===== src/rtl/spi_reg_bank_if.sv =====
// spi_reg_bank_if: SPI pin bundle plus the register-bank side outputs of spi_reg_bank.
//   slave  modport: used by the peripheral (SPI pins in, CIPO/status/registers out).
//   master modport: used by whatever drives the SPI pins and consumes the outputs.
// Signals:
//   nCS, SCLK, COPI   SPI inputs (mode 0, asynchronous to clk)
//   CIPO, cipo_oe     SPI read data and its output enable
//   regs_flat         register contents, reg i at [i*DATA_W +: DATA_W]
//   wr_strobe/wr_addr write pulse and address of the last committed write
//   frame_err/addr_err one-clk error pulses at frame release
//   busy              frame in progress
interface spi_reg_bank_if #(
  parameter int unsigned NUM_REGS = 5,
  parameter int unsigned DATA_W   = 8,
  parameter int unsigned ADDR_W   = 7
);
  logic                       nCS;
  logic                       SCLK;
  logic                       COPI;
  logic                       CIPO;
  logic                       cipo_oe;
  logic [NUM_REGS*DATA_W-1:0] regs_flat;
  logic                       wr_strobe;
  logic [ADDR_W-1:0]          wr_addr;
  logic                       frame_err;
  logic                       addr_err;
  logic                       busy;

  modport slave (
    input  nCS, SCLK, COPI,
    output CIPO, cipo_oe, regs_flat, wr_strobe, wr_addr, frame_err, addr_err, busy
  );

  modport master (
    output nCS, SCLK, COPI,
    input  CIPO, cipo_oe, regs_flat, wr_strobe, wr_addr, frame_err, addr_err, busy
  );
endinterface


===== src/rtl/spi_reg_bank.sv =====
// spi_reg_bank: SPI mode-0 peripheral driving a bank of NUM_REGS control registers.
// Frame is RW bit, ADDR_W address bits, DATA_W data bits, MSB first. Writes commit on
// nCS release; reads shift reg[addr] out on CIPO during the data phase.
// Ports:
//   clk  system clock (>= 8x SCLK)
//   rst  synchronous active-high reset
//   bus  spi_reg_bank_if.slave: SPI pins, register outputs, write/error pulses, busy
module spi_reg_bank #(
  parameter int unsigned NUM_REGS    = 5,
  parameter int unsigned DATA_W      = 8,
  parameter int unsigned ADDR_W      = 7,
  parameter int unsigned SYNC_STAGES = 2
) (
  input logic          clk,
  input logic          rst,
  spi_reg_bank_if.slave bus
);

  localparam int unsigned FrameW = 1 + ADDR_W + DATA_W;
  localparam int unsigned CntW   = $clog2(FrameW + 1);
  // Count values seen just before the last command bit / after the command / before last bit
  localparam logic [CntW-1:0]   CmdLast   = CntW'(ADDR_W);
  localparam logic [CntW-1:0]   DataFirst = CntW'(ADDR_W + 1);
  localparam logic [CntW-1:0]   FrameLast = CntW'(FrameW - 1);
  localparam logic [ADDR_W:0]   NumRegsL  = (ADDR_W + 1)'(NUM_REGS);

  typedef enum logic [1:0] {StIdle, StCmd, StData, StDone} state_e;

  // Input synchronisers
  logic [SYNC_STAGES-1:0] sclk_sync_q, ncs_sync_q, copi_sync_q;
  logic                   sclk_hist_q, ncs_hist_q;

  always_ff @(posedge clk) begin
    if (rst) begin
      sclk_sync_q <= '0;
      ncs_sync_q  <= '0;  // frame can only start after nCS is seen high
      copi_sync_q <= '0;
      sclk_hist_q <= 1'b0;
      ncs_hist_q  <= 1'b0;
    end else begin
      sclk_sync_q <= {sclk_sync_q[SYNC_STAGES-2:0], bus.SCLK};
      ncs_sync_q  <= {ncs_sync_q[SYNC_STAGES-2:0], bus.nCS};
      copi_sync_q <= {copi_sync_q[SYNC_STAGES-2:0], bus.COPI};
      sclk_hist_q <= sclk_sync_q[SYNC_STAGES-1];
      ncs_hist_q  <= ncs_sync_q[SYNC_STAGES-1];
    end
  end

  logic sclk_s, ncs_s, copi_s;
  logic sclk_rise, sclk_fall, ncs_rise, ncs_fall;

  assign sclk_s    = sclk_sync_q[SYNC_STAGES-1];
  assign ncs_s     = ncs_sync_q[SYNC_STAGES-1];
  assign copi_s    = copi_sync_q[SYNC_STAGES-1];
  assign sclk_rise = sclk_s & ~sclk_hist_q;
  assign sclk_fall = ~sclk_s & sclk_hist_q;
  assign ncs_rise  = ncs_s & ~ncs_hist_q;
  assign ncs_fall  = ~ncs_s & ncs_hist_q;

  // Frame state
  state_e              state_q;
  logic [CntW-1:0]     cnt_q;
  logic [ADDR_W:0]     cmd_q;
  logic [DATA_W-1:0]   data_q;
  logic                rw_q;
  logic [ADDR_W-1:0]   addr_q;
  logic [DATA_W-1:0]   tx_q;
  logic                ovf_q;
  logic                busy_q;
  logic                oe_q;
  logic                cipo_q;

  // Commit decision is registered, then applied one clk later
  logic                pend_wr_q, pend_ferr_q, pend_aerr_q;
  logic [ADDR_W-1:0]   pend_addr_q;
  logic [DATA_W-1:0]   pend_data_q;

  logic [DATA_W-1:0]   regs_q [NUM_REGS];
  logic                wr_strobe_q, frame_err_q, addr_err_q;
  logic [ADDR_W-1:0]   wr_addr_q;

  logic [ADDR_W:0]     cmd_next;
  logic [DATA_W-1:0]   rd_data;
  logic                addr_ok;
  logic                frame_bad;

  assign cmd_next  = {cmd_q[ADDR_W-1:0], copi_s};
  assign addr_ok   = {1'b0, addr_q} < NumRegsL;
  assign frame_bad = (state_q != StDone) | ovf_q;

  // Read mux over the address being completed; out-of-range reads return 0
  always_comb begin
    rd_data = '0;
    for (int i = 0; i < NUM_REGS; i++) begin
      if (cmd_next[ADDR_W-1:0] == ADDR_W'(i)) rd_data = regs_q[i];
    end
  end

  always_ff @(posedge clk) begin
    if (rst) begin
      state_q     <= StIdle;
      cnt_q       <= '0;
      cmd_q       <= '0;
      data_q      <= '0;
      rw_q        <= 1'b0;
      addr_q      <= '0;
      tx_q        <= '0;
      ovf_q       <= 1'b0;
      busy_q      <= 1'b0;
      oe_q        <= 1'b0;
      cipo_q      <= 1'b0;
      pend_wr_q   <= 1'b0;
      pend_ferr_q <= 1'b0;
      pend_aerr_q <= 1'b0;
      pend_addr_q <= '0;
      pend_data_q <= '0;
      wr_strobe_q <= 1'b0;
      frame_err_q <= 1'b0;
      addr_err_q  <= 1'b0;
      wr_addr_q   <= '0;
      for (int i = 0; i < NUM_REGS; i++) regs_q[i] <= '0;
    end else begin
      pend_wr_q   <= 1'b0;
      pend_ferr_q <= 1'b0;
      pend_aerr_q <= 1'b0;
      wr_strobe_q <= pend_wr_q;
      frame_err_q <= pend_ferr_q;
      addr_err_q  <= pend_aerr_q;
      cipo_q      <= tx_q[DATA_W-1];
      if (pend_wr_q) wr_addr_q <= pend_addr_q;
      for (int i = 0; i < NUM_REGS; i++) begin
        if (pend_wr_q && pend_addr_q == ADDR_W'(i)) regs_q[i] <= pend_data_q;
      end

      if (state_q == StIdle) begin
        if (ncs_fall) begin
          cnt_q   <= '0;
          cmd_q   <= '0;
          data_q  <= '0;
          ovf_q   <= 1'b0;
          busy_q  <= 1'b1;
          state_q <= StCmd;
        end
      end else if (ncs_rise) begin
        // nCS release wins over a coincident SCLK edge
        if (frame_bad) begin
          pend_ferr_q <= 1'b1;
        end else if (!addr_ok) begin
          pend_aerr_q <= 1'b1;
        end else if (rw_q) begin
          pend_wr_q   <= 1'b1;
          pend_addr_q <= addr_q;
          pend_data_q <= data_q;
        end
        busy_q  <= 1'b0;
        oe_q    <= 1'b0;
        tx_q    <= '0;
        state_q <= StIdle;
      end else begin
        case (state_q)
          StCmd: begin
            if (sclk_rise) begin
              cmd_q <= cmd_next;
              cnt_q <= cnt_q + 1'b1;
              if (cnt_q == CmdLast) begin
                rw_q    <= cmd_next[ADDR_W];
                addr_q  <= cmd_next[ADDR_W-1:0];
                state_q <= StData;
                if (!cmd_next[ADDR_W]) begin
                  tx_q <= rd_data;
                  oe_q <= 1'b1;
                end
              end
            end
          end
          StData: begin
            if (sclk_rise) begin
              data_q <= {data_q[DATA_W-2:0], copi_s};
              cnt_q  <= cnt_q + 1'b1;
              if (cnt_q == FrameLast) state_q <= StDone;
            end else if (sclk_fall && oe_q && cnt_q != DataFirst) begin
              // The fall right after the last address bit keeps the preloaded MSB on CIPO
              tx_q <= {tx_q[DATA_W-2:0], 1'b0};
            end
          end
          StDone: begin
            if (sclk_rise) ovf_q <= 1'b1;
          end
          default: state_q <= StIdle;
        endcase
      end
    end
  end

  for (genvar g = 0; g < NUM_REGS; g++) begin : g_flat
    assign bus.regs_flat[g*DATA_W +: DATA_W] = regs_q[g];
  end

  assign bus.CIPO      = cipo_q & oe_q;
  assign bus.cipo_oe   = oe_q;
  assign bus.wr_strobe = wr_strobe_q;
  assign bus.wr_addr   = wr_addr_q;
  assign bus.frame_err = frame_err_q;
  assign bus.addr_err  = addr_err_q;
  assign bus.busy      = busy_q;

endmodule


===== src/flat_wrapper.sv =====
// flat-port wrapper written by rule: the top's interface ports become plain ports
module spi_reg_bank_flat 
#(
  parameter int unsigned NUM_REGS    = 5,
  parameter int unsigned DATA_W      = 8,
  parameter int unsigned ADDR_W      = 7,
  parameter int unsigned SYNC_STAGES = 2
)
  (clk, rst, bus_nCS, bus_SCLK, bus_COPI, bus_CIPO, bus_cipo_oe, bus_regs_flat, bus_wr_strobe, bus_wr_addr, bus_frame_err, bus_addr_err, bus_busy);
  spi_reg_bank_if #(.NUM_REGS(NUM_REGS), .DATA_W(DATA_W), .ADDR_W(ADDR_W)) bus_i ();
  input logic clk;
  input logic rst;
  input wire logic [$bits(bus_i.nCS)-1:0] bus_nCS;
  input wire logic [$bits(bus_i.SCLK)-1:0] bus_SCLK;
  input wire logic [$bits(bus_i.COPI)-1:0] bus_COPI;
  output wire logic [$bits(bus_i.CIPO)-1:0] bus_CIPO;
  output wire logic [$bits(bus_i.cipo_oe)-1:0] bus_cipo_oe;
  output wire logic [$bits(bus_i.regs_flat)-1:0] bus_regs_flat;
  output wire logic [$bits(bus_i.wr_strobe)-1:0] bus_wr_strobe;
  output wire logic [$bits(bus_i.wr_addr)-1:0] bus_wr_addr;
  output wire logic [$bits(bus_i.frame_err)-1:0] bus_frame_err;
  output wire logic [$bits(bus_i.addr_err)-1:0] bus_addr_err;
  output wire logic [$bits(bus_i.busy)-1:0] bus_busy;
  assign bus_i.nCS = bus_nCS;
  assign bus_i.SCLK = bus_SCLK;
  assign bus_i.COPI = bus_COPI;
  assign bus_CIPO = bus_i.CIPO;
  assign bus_cipo_oe = bus_i.cipo_oe;
  assign bus_regs_flat = bus_i.regs_flat;
  assign bus_wr_strobe = bus_i.wr_strobe;
  assign bus_wr_addr = bus_i.wr_addr;
  assign bus_frame_err = bus_i.frame_err;
  assign bus_addr_err = bus_i.addr_err;
  assign bus_busy = bus_i.busy;
  spi_reg_bank #(.NUM_REGS(NUM_REGS), .DATA_W(DATA_W), .ADDR_W(ADDR_W), .SYNC_STAGES(SYNC_STAGES)) u_core (.clk(clk), .rst(rst), .bus(bus_i));
endmodule

===== config.mk =====
export PLATFORM = sky130hd
export DESIGN_NAME = spi_reg_bank_flat
export DESIGN_NICKNAME = d
export VERILOG_FILES = /design/src/rtl/spi_reg_bank_if.sv /design/src/rtl/spi_reg_bank.sv /design/src/flat_wrapper.sv
export SDC_FILE = /design/constraint.sdc
export NUM_CORES = 1
export LEC_CHECK = 0
export BUFFER_PORTS_ARGS = -buffer_cell sky130_fd_sc_hd__buf_2
export CAP_MARGIN = 20
export CORE_ASPECT_RATIO = 0.75
export CORE_MARGIN = 2
export CORE_UTILIZATION = 46
export CTS_BUF_LIST = sky130_fd_sc_hd__clkbuf_8
export DETAILED_ROUTE_END_ITERATION = 16
export PLACE_DENSITY = 0.65
export SYNTH_ARGS = -nofsm -noshare
export SYNTH_HDL_FRONTEND = slang
export SYNTH_SLANG_ARGS = --single-unit

===== constraint.sdc =====
create_clock -name clk -period 4.06 [get_ports clk]
set_input_delay 0.406 -clock clk [delete_from_list [all_inputs] [get_ports clk]]
set_output_delay 0.406 -clock clk [all_outputs]
set_load 0.02 [all_outputs]

* Word-level counts from Yosys, hierarchy flattened
Memory sizes are Yosys's and may differ from the RTL's. Index checks and enable logic that the tools add are counted.
Operators by class: add/subtract/negate cells 1, $lt $le $gt $ge 1, eq/ne operators 28, multiplexer cells 72, bitwise logic cells 19, reductions and logical operators 34
Operator list (count):
- 8-bit 2-to-1 mux | 21
- 1-bit 2-to-1 mux | 33
- 7-bit by 2-bit == test with 1-bit output, second input constant | 4
- 7-bit 2-to-1 mux | 4
- 5-bit 2-to-1 mux | 5
- 2-bit nonzero test | 9
- 4-bit by 1-bit != test with 1-bit output, second input constant | 4
- 8-bit one-hot mux with 2 select lines | 1
- 4-bit AND reduction | 4
- 5-bit AND reduction | 3
- 7-bit by 1-bit == test with 1-bit output, second input constant | 2
- 7-bit by 3-bit == test with 1-bit output, second input constant | 2
- 7-bit zero test | 2
- 2-bit 2-to-1 mux | 7
- 3-bit by 1-bit != test with 1-bit output, second input constant | 4
- 1-bit NOT | 8
- 1-bit logical AND | 7
- 7-bit by 3-bit less-than comparator with 1-bit output, second input constant | 1
- 7-bit AND reduction | 1
- 1-bit bitwise OR | 6
- 2-bit one-hot mux with 3 select lines | 1
- 6-bit AND reduction | 1
- 5-bit by 1-bit adder with 5-bit output, second input constant | 1
- 1-bit bitwise AND | 5
- 16 further kinds | 19
Word-level totals: register bits 78, memory bits (writable) 40, bits of input ports 5, output and inout bits 53, word-level logic and storage cells 181, memories kept 1
Memory list:
- u_core.regs_q | depth 5, width 8, read ports 5, clocked after Yosys merged registers in 0, write ports 5, RTL line spi_reg_bank.sv:78 | logic [DATA_W-1:0] regs_q [NUM_REGS];

* Longest topological paths before layout
depth in word-level cells 11, depth in mapped cells 7, depth with buffers taken out 7

* Worst setup path before layout
No wires, ideal clock.
path type register to register, from register u_core.pend_wr_q, to memory u_core.regs_q[2][0] (netlist: u_core.regs_q[0][16]), enable pin, library setup time 0.375 ns, arrival time 1.710 ns, required time 3.685 ns, path slack 1.975 ns, stages on the path, launching flop included 7, buffers on the path 1, period minus slack after synthesis 2.085 ns, cells stage by stage dfxtp_1 -> buf_2 -> nand2b_1 -> or4_1 -> nor2_1 -> nand2_1 -> o21bai_1
RTL lines:
- start: declaration | RTL line spi_reg_bank.sv:74 | logic pend_wr_q, pend_ferr_q, pend_aerr_q;
- start signal: assignment | RTL line spi_reg_bank.sv:112 | pend_wr_q <= 1'b0;
- start signal: assignment | RTL line spi_reg_bank.sv:123 | pend_wr_q <= 1'b0;
- start signal: assignment | RTL line spi_reg_bank.sv:151 | pend_wr_q <= 1'b1;
- end: declaration | RTL line spi_reg_bank.sv:78

* Worst setup path in the final report
from register u_core.state_q[0], to register u_core.data_q[0]
Between the ends: longest elaborated chain between the ends 3, elaborated cells on any way between the ends 8, those cells by class eq/ne (3); mux (1); reduce/logical (4)
Ends and longest elaborated chain:
- start: declaration | RTL line spi_reg_bank.sv:61 | state_e state_q;
- start signal: assignment | RTL line spi_reg_bank.sv:101 | state_q <= StIdle;
- start signal: assignment | RTL line spi_reg_bank.sv:142 | state_q <= StCmd;
- start signal: assignment | RTL line spi_reg_bank.sv:158 | state_q <= StIdle;
- 2-bit == test or 2-bit zero test (tied branches) | RTL line spi_reg_bank.sv:160, spi_reg_bank.sv:135
- 2-bit nonzero test (no source line), or another cell as far along
- 4-bit AND reduction (no source line)
- end signal: assignment | RTL line spi_reg_bank.sv:178 | data_q <= {data_q[DATA_W-2:0], copi_s};
- end: declaration | RTL line spi_reg_bank.sv:64 | logic [DATA_W-1:0] data_q;
Parallel ways exist; a longest one is shown, timed or not. A chain may end at the register's enable or synchronous reset.

==> results.json <==
{
  "drtIter0Drc": 247,
  "maxSlewViolCount": 0,
  "clock_latency_ns": 0.41,
  "fin_skew_ns": 0.00765,
  "wl_mm": 10.1,
  "max_freq_mhz": 363,
  "setup_viol": 0,
  "final_layout_size_suffix_gt1_share_pct": 22.4,
  "cp_max_fo": 31,
  "drc": 0,
  "p_int_mw": 1.74,
  "synthArstFlopShare_pct": 0,
  "rsz0062_at_grt": "false",
  "place_area_um2": 5220,
  "ys_ff_latch": 118,
  "first_pass_iters": 5,
  "maxSlewHeadroom_pct": 26.0,
  "synth_nets": 421,
  "synth-edff-count": 40,
  "wire_per_inst_um": 16.5,
  "cp.required_ns": 4.32,
  "power_density_nw_per_um2": 405,
  "min_period_over_period_pct": 67.8,
  "htree_levels": 4,
  "fin_tns_setup_ns": 0,
  "dieWidth_um": 122,
  "cts_resized": 0,
  "die_h_um": 92.7,
  "std_cell_rows": 32,
  "clk_pin_slew_worst_paths_ns": 0.07,
  "switching_share_pct": 22.4,
  "hold_viol_final": 0,
  "cts-root-buf": "clkbuf_8",
  "p_leak_nw": 2.25,
  "r2r_cells": 6,
  "pwr-share-seq_pct": 55.8,
  "tightest_slew_ns": 1.11,
  "grt_max_degree": 46,
  "postCtsSetupBuffers": 0,
  "critical_path_arrival_ns": 3.01,
  "final_area_um2": 5550,
  "holdPathStages": 2,
  "status": "finished clean",
  "cts_made_buffers": 17,
  "hold_path.class": "in2reg",
  "grt.overflow.total": 0,
  "area_growth_pct": 14.9,
  "mostFrequentLayoutCells": "78 x dfxtp_1, 57 x buf_2, 56 x nor2_1",
  "final_common_cell": "dfxtp_1",
  "grt_antenna_before_repair": 0,
  "netlist_area_um2": 4830,
  "start_util_pct": 47.1,
  "grt_util_all_layers_pct": 19.0,
  "cts_tree": "yes",
  "synth_ff_type": "dfxtp_1",
  "path_class": "reg2reg",
  "cts_hold_buf": 0,
  "core-area_um2": 10200,
  "finalCriticalPeriod_ns": 2.75,
  "cts_sinks": 118,
  "num_io_pins": 58,
  "viasPerCell": 5.36,
  "vias": 3284,
  "startpoint_type": "register",
  "grt_pass1_wl_mm": 16.3,
  "fin_nets": 480,
  "p_comb_share_pct": 5.1,
  "dieArea_um2": 11300,
  "synth_cells": 407,
  "synth.avg_cell_area_um2": 11.9,
  "irDropWorstVdd_mv": 0.205,
  "synth_cell_types": 53,
  "p_sw_mw": 0.503,
  "ant_nets": 0,
  "gp_congestion": 0.766,
  "end_kind": "register",
  "port_buffers": 57,
  "hpwl_mm": 7.06,
  "cts_buffer_depth": 2,
  "grt_pass1_vias": 3219,
  "yosysSeqAreaShare_pct": 57.2,
  "antenna_cells": 0,
  "max-cap-violations": 0,
  "yosysWarnings": 0,
  "p_clk_share_pct": 39.2
}
[synth_stat cells (2+ instances only)]
cell       instances  area [um^2]
ha_1               9          113
dfxtp_1           78         1560
or4_1              2         15.0
and2_1            15         93.8
nand2_1            7         26.3
a221oi_1           5         43.8
a32oi_1            2         17.5
a21oi_1           10         50.1
nor2b_1           36          225
buf_1              2         7.51
nand4_1            2         12.5
o21ai_0            6         30.0
mux4_2             7          158
clkbuf_1           9         33.8
a21o_1             3         22.5
o2bb2ai_1          6         52.6
nor4bb_1           2         20.0
nand2b_1           4         25.0
and4bb_1           2         25.0
inv_1              9         33.8
a21oi_4            2         32.5
a31oi_1            2         12.5
nor3_1             5         25.0
nor3_2             2         20.0
nand3_1            5         25.0
mux2i_1           43          430
buf_2              8         40.0
o21bai_1           2         15.0
a22oi_1            2         15.0
a31o_2             2         17.5
nor2_1            56          210
edfxtp_1          40         1200
nor4_1             2         12.5
[layout make-up]
cell class	count	area [um^2]
well taps	136	170
clock inverters	9	40.0
clock buffers	21	289
repair buffers	59	300
inverters	9	33.8
flip-flops and latches	118	2760
multi-input cells	261	1950
fillers	921	4700
[registers in the layout, summed over array words and instances, names as in the netlist, 5 cells and up]
signal              cells
u_core.regs_q          40
u_core.data_q           8
u_core.pend_data_q      8
u_core.tx_q             8
u_core.addr_q           7
u_core.bus.wr_addr      7
u_core.cmd_q            7
u_core.pend_addr_q      7
u_core.cnt_q            5
[layer usage]
metal / part of all wire (%) / wire length [um] / global-route usage, % / up-vias
met5: 0 / 0 / 0 / -
met4: 1.2 / 121 / 8.05 / 0
met3: 5.4 / 546 / 4.86 / 13
met2: 45 / 4590 / 28.0 / 89
met1: 48 / 4880 / 26.5 / 1603
li1: - / - / - / 1579
[kinds of logic after synthesis]
logic type / Yosys count / share of synthesized area (%)
and+or+nand+nor: 150 / 17.3
AOI/OAI and AO/OA: 51 / 8.35
muxes: 51 / 12.4
adders and majority gates: 9 / 2.33
DFF: 118 / 57.2
buffers and inverters: 28 / 2.38
[critical path: stages, from the launching register on]
cell	delay [ns]
dfxtp_1	0.36
inv_1	0.12
ha_1	0.91
nand2_1	0.45
a21oi_4	0.47
mux2i_1	0.24
nor2_1	0.05
[stage by stage]
step	util, %	instances	power, mW	hold slack, ns	setup slack [ns]
3_5_place_dp	50.9	583	1.39	0.424	1.37
6_report	54.1	613	2.25	0.222	1.31
2_1_floorplan	-	407	1.36	0.414	1.98
3_3_place_gp	50.9	583	1.39	0.426	1.45
4_1_cts	54.1	613	2.27	0.205	1.35
5_1_grt	54.1	613	2.34	0.206	1.13
[worst paths after layout]
path / end / start / slack (ns)
worst min-delay path: u_core.sclk_sync_q[0]$_SDFF_PP0_ / bus_SCLK / 0.22
worst max register to register: u_core.data_q[0]$_SDFFE_PP0P_ / u_core.state_q[0]$_SDFFE_PP0P_ / 1.31
worst min register to register: u_core.ncs_sync_q[1]$_SDFF_PP0_ / u_core.ncs_sync_q[0]$_SDFF_PP0_ / 0.44
worst max-delay path: u_core.data_q[0]$_SDFFE_PP0P_ / u_core.state_q[0]$_SDFFE_PP0P_ / 1.31
[power groups by stage]
stage	logic [mW]	registers (mW)	clock network, mW
after global routing	0.123	1.25	0.959
after detailed placement	0.114	1.28	0
final	0.114	1.25	0.880
after global placement	0.113	1.28	0
after floorplan	0.0638	1.29	0
after CTS	0.114	1.25	0.902
Note: power is estimated with default switching activity, not from simulation.
